**src/rtl/crc16_pkg.sv**
```systemverilog
// Shared constants and types for the CRC-16/CCITT-FALSE byte engine.
package crc16_pkg;

    localparam logic [15:0] CRC16_CCITT_POLY = 16'h1021;
    localparam logic [15:0] CRC16_CCITT_INIT = 16'hFFFF;

    typedef logic [15:0] crc_t;
    typedef logic [7:0]  byte_t;

endpackage

```
**src/rtl/crc16_byte_step.sv**
```systemverilog
// Combinational CRC-16 update for one byte, MSB first, fully unrolled.
module crc16_byte_step
    import crc16_pkg::*;
#(
    parameter logic [15:0] POLY = CRC16_CCITT_POLY
) (
    input  logic [15:0] crc_in,
    input  logic [7:0]  data_in,
    output logic [15:0] crc_out
);

    crc_t stage;

    // The loop unrolls into eight shift/XOR stages; bit 15 shifted out is dropped.
    always_comb begin
        stage = crc_in ^ {data_in, 8'h00};
        for (int i = 0; i < 8; i++) begin
            if (stage[15]) begin
                stage = {stage[14:0], 1'b0} ^ POLY;
            end else begin
                stage = {stage[14:0], 1'b0};
            end
        end
        crc_out = stage;
    end

endmodule

```
**src/rtl/crc16_core.sv**
```systemverilog
// Byte-serial CRC-16 engine: absorbs one byte per clock, framing by reset.
module crc16_core
    import crc16_pkg::*;
#(
    parameter logic [15:0] POLY = CRC16_CCITT_POLY,
    parameter logic [15:0] INIT = CRC16_CCITT_INIT
) (
    input  logic        clk,
    input  logic        rst_n,
    input  logic [7:0]  data,
    output logic [15:0] crc_code
);

    crc_t crc;
    crc_t crc_next;

    crc16_byte_step #(
        .POLY(POLY)
    ) u_step (
        .crc_in (crc),
        .data_in(data),
        .crc_out(crc_next)
    );

    // No enable: every edge out of reset consumes the byte on data.
    always_ff @(posedge clk or negedge rst_n) begin
        if (!rst_n) begin
            crc <= INIT;
        end else begin
            crc <= crc_next;
        end
    end

    assign crc_code = crc;

endmodule

```
**config.mk**
```make
export PLATFORM = sky130hd
export DESIGN_NAME = crc16_core
export DESIGN_NICKNAME = d
export VERILOG_FILES = /design/src/rtl/crc16_pkg.sv /design/src/rtl/crc16_byte_step.sv /design/src/rtl/crc16_core.sv
export SDC_FILE = /design/constraint.sdc
export NUM_CORES = 1
export LEC_CHECK = 0
export CAP_MARGIN = 25
export CORE_UTILIZATION = 25
export CTS_CLUSTER_DIAMETER = 40
export DETAILED_ROUTE_END_ITERATION = 10
export HOLD_SLACK_MARGIN = 0.15
export MAX_ROUTING_LAYER = met4
export PLACE_DENSITY = 0.55
export SYNTH_ARGS = -nofsm -noshare
export SYNTH_HDL_FRONTEND = slang
export SYNTH_HIERARCHICAL = 1
export SYNTH_SLANG_ARGS = --single-unit
```
**constraint.sdc**
```tcl
create_clock -name clk -period 1.5 [get_ports clk]
set_input_delay 0.15 -clock clk [delete_from_list [all_inputs] [get_ports clk]]
set_output_delay 0.15 -clock clk [all_outputs]
set_load 0.02 [all_outputs]
```
==> impl_metrics.py, run 1 <==
metrics = {
    "detailed_routing": {
        "wl_met1_um": 569,
        "avgRoutedWirePerCell_um": 11.1,
        "drcViolationCount": 0,
        "drtIter0Drc": 9,
        "ant_nets": 0,
        "routed_via_density": 3.58,
        "wl_met3_um": 71,
        "top_layer_used": "met4",
        "dr.pass1.iters": 3,
        "wirelength_um": 1330,
        "vias": 429,
        "wl_met2_um": 675,
    },
    "clocking": {
        "clk_latency_ns": 0.28,
        "cts_repair_resize_count": 16,
        "cts_max_path_buffers": 2,
        "cts_inserted_buffers": 3,
        "root_buffer": "clkbuf_4",
        "cts_tree": "done",
        "numClockSinks": 16,
        "cts_setup_buffers": 0,
        "htreeDepth": 1,
        "path_clk_slew_ns": 0.09,
        "hold_buffers": 0,
    },
    "sta": {
        "tightest_slew_ns": 0.390,
        "setup_viol": 0,
        "rsz0062_at_grt": "no",
        "fin_hold_ws_ns": 0.402,
        "fmax_mhz": 738,
        "min_period_over_period_pct": 90.3,
        "fin_setup_tns_ns": 0,
        "hold_viol_final": 0,
        "max-slew-margin-rel_pct": 73.8,
        "skew_ns": 0.000918,
        "finalMaxSlewViolations": 0,
        "fin_crit_ns": 1.35,
    },
    "worst_setup_path": {
        "crit_slowest_cell": "dfstp_2",
        "critPathRequiredTime_ns": 1.35,
        "slowest_delay_ns": 0.58,
        "cp_num_buf_inv": 1,
        "cp-end-kind": "output pin",
        "crit_path_start_kind": "flip-flop",
        "path_depth": 1,
        "crit_family": "flip-flops",
        "crit_type": "flip-flop to output pin",
        "cp.arrival_ns": 1.20,
        "worst-path-max-fanout": 2,
        "rr_worst_depth": 2,
        "cp_cell_sequence": "dlygate4sd2_1",
    },
    "floorplan": {
        "coreArea_um2": 3080,
        "rows": 20,
        "ioPinCount": 26,
        "die_w_um": 59.1,
        "initial_core_util_pct": 26.5,
        "die-area_um2": 3500,
        "die_h_um": 59.1,
    },
    "global_route": {
        "track_usage_pct": 8.78,
        "grt_max_degree": 17,
        "grt-ovfl-total": 0,
        "grt_pass1_vias": 440,
        "antenna_found_initial": 0,
        "grt_pass1_wl_um": 2060,
    },
    "run": {
        "max-cap-violations": 0,
    },
    "final_layout": {
        "largest_reg_flops": 16,
        "nets": 87,
        "area_growth_pct": 44.9,
        "drive_gt1_share_pct": 43.4,
        "n_antenna_cell": 0,
        "final_cells": 120,
    },
    "power_and_ir_drop": {
        "power.share.sequential_pct": 31.2,
        "power.internal_w": 0.00224,
        "power_frac_comb_pct": 60.5,
        "swShare_pct": 32.6,
        "power.density_nw_per_um2": 2810,
        "p_leak_nw": 0.547,
        "clkPwrFrac_pct": 8.4,
        "p_sw_w": 0.00109,
        "max-vdd-ir-drop_mv": 0.605,
    },
    "synth": {
        "ys_ff_latch": 16,
        "syn_inst": 41,
        "avgSynthCellArea_um2": 19.9,
        "synth.distinct_cells": 10,
        "seq_area_frac_synth_pct": 51.5,
        "yosysWarnings": 6,
        "synth_area_um2": 816,
        "syn-num-nets": 51,
    },
    "placed_design": {
        "post-dp-hpwl_um": 1040,
        "io_buffers": 25,
        "numPlacedInstances": 116,
        "place.gp.congestion": 0.675,
    },
    "hold_path": {
        "hold_path_class": "primary input to async pin",
    },
    "outcome": {
        "status": "finished, final reports clean",
    },
}
layout make-up:
cell class              instances  area (µm²)
inverters                       1        3.75
repair buffers                 31         275
clock buffers                   4        36.3
multi-input cells              24         392
fillers                       301        1900
flip-flops and latches         16         420
well taps                      44        55.1
path summary, 6_finish.rpt:
check,from,endpoint,slack (ns)
setup / recovery,crc_code[14]$_DFF_PN1_,crc_code[14],0.15
hold / removal,rst_n,crc_code[11]$_DFF_PN1_,0.40
setup reg to reg,crc_code[4]$_DFF_PN1_,crc_code[12]$_DFF_PN1_,0.21
hold reg to reg,crc_code[3]$_DFF_PN1_,crc_code[11]$_DFF_PN1_,0.49
max in group asynchronous,rst_n,crc_code[4]$_DFF_PN1_,1.07
min in group clk,crc_code[3]$_DFF_PN1_,crc_code[11]$_DFF_PN1_,0.49
power groups by stage:
stage	combinational, W	sequential [W]	clock, W
2_1_floorplan	0.00118	0.00134	0
3_3_place_gp	0.00215	0.00106	0
3_5_place_dp	0.00220	0.00106	0
4_1_cts	0.00205	0.00105	0.000292
5_1_grt	0.00215	0.00107	0.000318
6_report	0.00201	0.00104	0.000278
layer usage:
metal	track usage, %	vias up
met4	4.08	0
li1	-	206
met5	-	-
met3	2.62	2
met1	9.78	202
met2	14.4	19
placed cells by master, fill, tap and decap left out:
cell	instances
dlygate4sd2_1	16
xnor3_1	4
clkbuf_4	3
dfstp_2	16
xnor2_1	8
xnor2_4	1
clkbuf_8	1
clkdlybuf4s50_1	9
xor3_4	2
xnor3_4	1
xor3_1	2
inv_1	1
buf_4	6
xor2_1	3
xnor2_2	3
cell families (layout without fill, tap and decap cells):
| kind of cell | Yosys count | count (layout) | synth area share (%) |
|---|---|---|---|
| xor gates and xnor gates | 24 | 24 | 48.0 |
| DFF | 16 | 16 | 51.5 |
| buffers and inverters | 1 | 36 | 0.460 |
cell usage after synthesis, drive strengths merged:
cell type / instances / area (µm²)
xnor3: 5 / 116
xor2: 3 / 26.3
xor3: 4 / 103
inv: 1 / 3.75
xnor2: 12 / 146
dfstp: 16 / 420
metrics by stage:
step	setup slack (ns)	area (µm²)	utilization [%]	power (W)
finish	0.145	1180	38.4	0.00333
CTS	0.123	1180	38.4	0.00339
floorplan	0.180	816	-	0.00252
global placement	0.0376	1170	37.9	0.00321
detailed placement	0.0241	1170	37.9	0.00326
global route	0.0848	1180	38.4	0.00354
(Power assumes the default switching activity.)
==> run 2, diff against run 1 <==
--- a/config.mk
+++ b/config.mk
@@ -6,12 +6,13 @@
 export NUM_CORES = 1
 export LEC_CHECK = 0
 export CAP_MARGIN = 25
+export CORE_MARGIN = 1.5
 export CORE_UTILIZATION = 25
 export CTS_CLUSTER_DIAMETER = 40
 export DETAILED_ROUTE_END_ITERATION = 10
 export HOLD_SLACK_MARGIN = 0.15
 export MAX_ROUTING_LAYER = met4
-export PLACE_DENSITY = 0.55
+export PLACE_DENSITY = 0.49
 export SYNTH_ARGS = -nofsm -noshare
 export SYNTH_HDL_FRONTEND = slang
 export SYNTH_HIERARCHICAL = 1
==> run 2 against run 1 <==
Compared with the run above: clock skew grew 0.0027 ns; cell area unchanged; total power down 0.49%; sequential power hardly changed; clock power is 1% lower; combinational power is essentially flat; core utilization stayed put; hold slack lost 0.0018 ns; maximum frequency increased by 0.10%; first-iteration DRC count fell by 89%; critical path depth did not move; via count is 0.93% higher.
==> impl_metrics.py, run 2 (synthesis gave the netlist of run 1 again) <==
metrics = {
    "final_layout": {
        "final_util_pct": 38.4,
        "area_growth_pct": 44.9,
        "n_antenna_cell": 0,
        "drive_gt1_share_pct": 43.4,
        "largest_reg_flops": 16,
        "layout_common_cells": "dfstp_2, dlygate4sd2_1, clkdlybuf4s50_1",
        "final_cells": 120,
        "nets": 87,
    },
    "worst_setup_path": {
        "slowest_delay_ns": 0.59,
        "cp-end-kind": "output pin",
        "startpoint": "crc_code[14]$_DFF_PN1_",
        "crit_path_start_kind": "flip-flop",
        "r2r-start": "crc_code[15]$_DFF_PN1_",
        "cp_cell_sequence": "dlygate4sd2_1",
        "crit_slowest_cell": "dfstp_2",
        "cp.arrival_ns": 1.20,
        "crit_type": "flip-flop to output pin",
        "cp_num_buf_inv": 1,
        "worst-path-max-fanout": 2,
        "crit_family": "flip-flops",
        "critPathRequiredTime_ns": 1.35,
    },
    "floorplan": {
        "die_h_um": 60.1,
        "initial_core_util_pct": 26.5,
        "die_w_um": 60.1,
        "coreArea_um2": 3080,
        "die-area_um2": 3620,
        "ioPinCount": 26,
        "rows": 20,
    },
    "placed_design": {
        "numPlacedInstances": 116,
        "place.gp.congestion": 0.688,
        "io_buffers": 25,
        "post-dp-hpwl_um": 973,
    },
    "sta": {
        "max-slew-margin-rel_pct": 73.3,
        "fmax_mhz": 739,
        "finalMaxSlewViolations": 0,
        "tightest_slew_ns": 0.398,
        "hold_viol_final": 0,
        "rsz0062_at_grt": "no",
        "min_period_over_period_pct": 90.2,
        "fin_crit_ns": 1.35,
        "setup_viol": 0,
        "skew_ns": 0.00364,
    },
    "hold_path": {
        "hold_path_class": "primary input to async pin",
    },
    "global_route": {
        "grt_max_degree": 17,
        "track_usage_pct": 8.63,
        "grt_pass1_vias": 480,
        "antenna_found_initial": 0,
        "grt_pass1_wl_um": 2210,
        "grt-ovfl-total": 0,
    },
    "run": {
        "max-cap-violations": 0,
    },
    "clocking": {
        "cts_tree": "done",
        "cts_max_path_buffers": 2,
        "clk_latency_ns": 0.28,
        "hold_buffers": 0,
        "htreeDepth": 1,
        "root_buffer": "clkbuf_4",
        "path_clk_slew_ns": 0.09,
        "numClockSinks": 16,
        "cts_inserted_buffers": 3,
    },
    "power_and_ir_drop": {
        "total_power_w": 0.00331,
        "power.internal_w": 0.00224,
        "swShare_pct": 32.3,
        "power.share.sequential_pct": 31.5,
        "p_sw_w": 0.00107,
        "max-vdd-ir-drop_mv": 0.886,
        "power_frac_comb_pct": 60.2,
        "power.density_nw_per_um2": 2800,
        "p_leak_nw": 0.547,
        "clkPwrFrac_pct": 8.3,
    },
    "detailed_routing": {
        "routed_via_density": 3.61,
        "avgRoutedWirePerCell_um": 10.8,
        "vias": 433,
        "dr.pass1.iters": 2,
        "drtIter0Drc": 1,
        "ant_nets": 0,
        "wirelength_um": 1290,
        "drcViolationCount": 0,
    },
    "outcome": {
        "status": "finished, final reports clean",
    },
}
==> run 2: timing repair <==
action | CTS | global route
setup endpoints to repair | 16 | 0
buffers inserted | 0 | 0
resized for setup | 16 | 0
==> run 2: final timing paths <==
| kind | end | slack, ns | depth (start not counted) |
|---|---|---|---|
| max in group asynchronous | crc_code[5]$_DFF_PN1_ | 1.07 | 2 |
| worst min register to register | crc_code[10]$_DFF_PN1_ | 0.49 | 1 |
| worst max register to register | crc_code[15]$_DFF_PN1_ | 0.23 | 2 |
| min in group clk | crc_code[10]$_DFF_PN1_ | 0.49 | 1 |
| worst max-delay path | crc_code[14] | 0.15 | 1 |
| worst min-delay path | crc_code[2]$_DFF_PN1_ | 0.40 | 2 |
==> run 2: per-stage QoR <==
step                      hold slack (ns)  setup slack, ns  setup TNS [ns]  cell area (µm²)
after detailed placement            0.479          -0.0286         -0.0826             1170
after global routing                0.416           0.0879               0             1180
after CTS                           0.402            0.123               0             1180
after global placement              0.478           0.0232               0             1170
final                               0.400            0.147               0             1180
after floorplan                   0.00216            0.180               0              816
==> run 2: metal layers <==
metal | vias to the layer above | routed length (µm) | share of wire (%) | track usage [%]
li1 | 203 | - | - | -
met1 | 211 | 629 | 49 | 11.0
met2 | 19 | 580 | 45 | 12.9
met3 | 0 | 80 | 6.2 | 4.11
met4 | 0 | 0 | 0 | 0.952
met5 | - | 0 | 0 | -
==> run 2: cell type report <==
class                           instances  area, µm²
Fill cell                             300       1900
Sequential cell                        16        420
Multi-Input combinational cell         24        392
Timing Repair Buffer                   31        275
Tap cell                               44       55.1
Clock buffer                            4       36.3
Inverter                                1       3.75
==> run 2: power groups by stage <==
stage	logic [W]	registers, W	clock network (W)
3_5_place_dp	0.00218	0.00106	0
6_report	0.00199	0.00104	0.000274
4_1_cts	0.00203	0.00106	0.000291
2_1_floorplan	0.00118	0.00134	0
3_3_place_gp	0.00215	0.00106	0
5_1_grt	0.00215	0.00109	0.000313
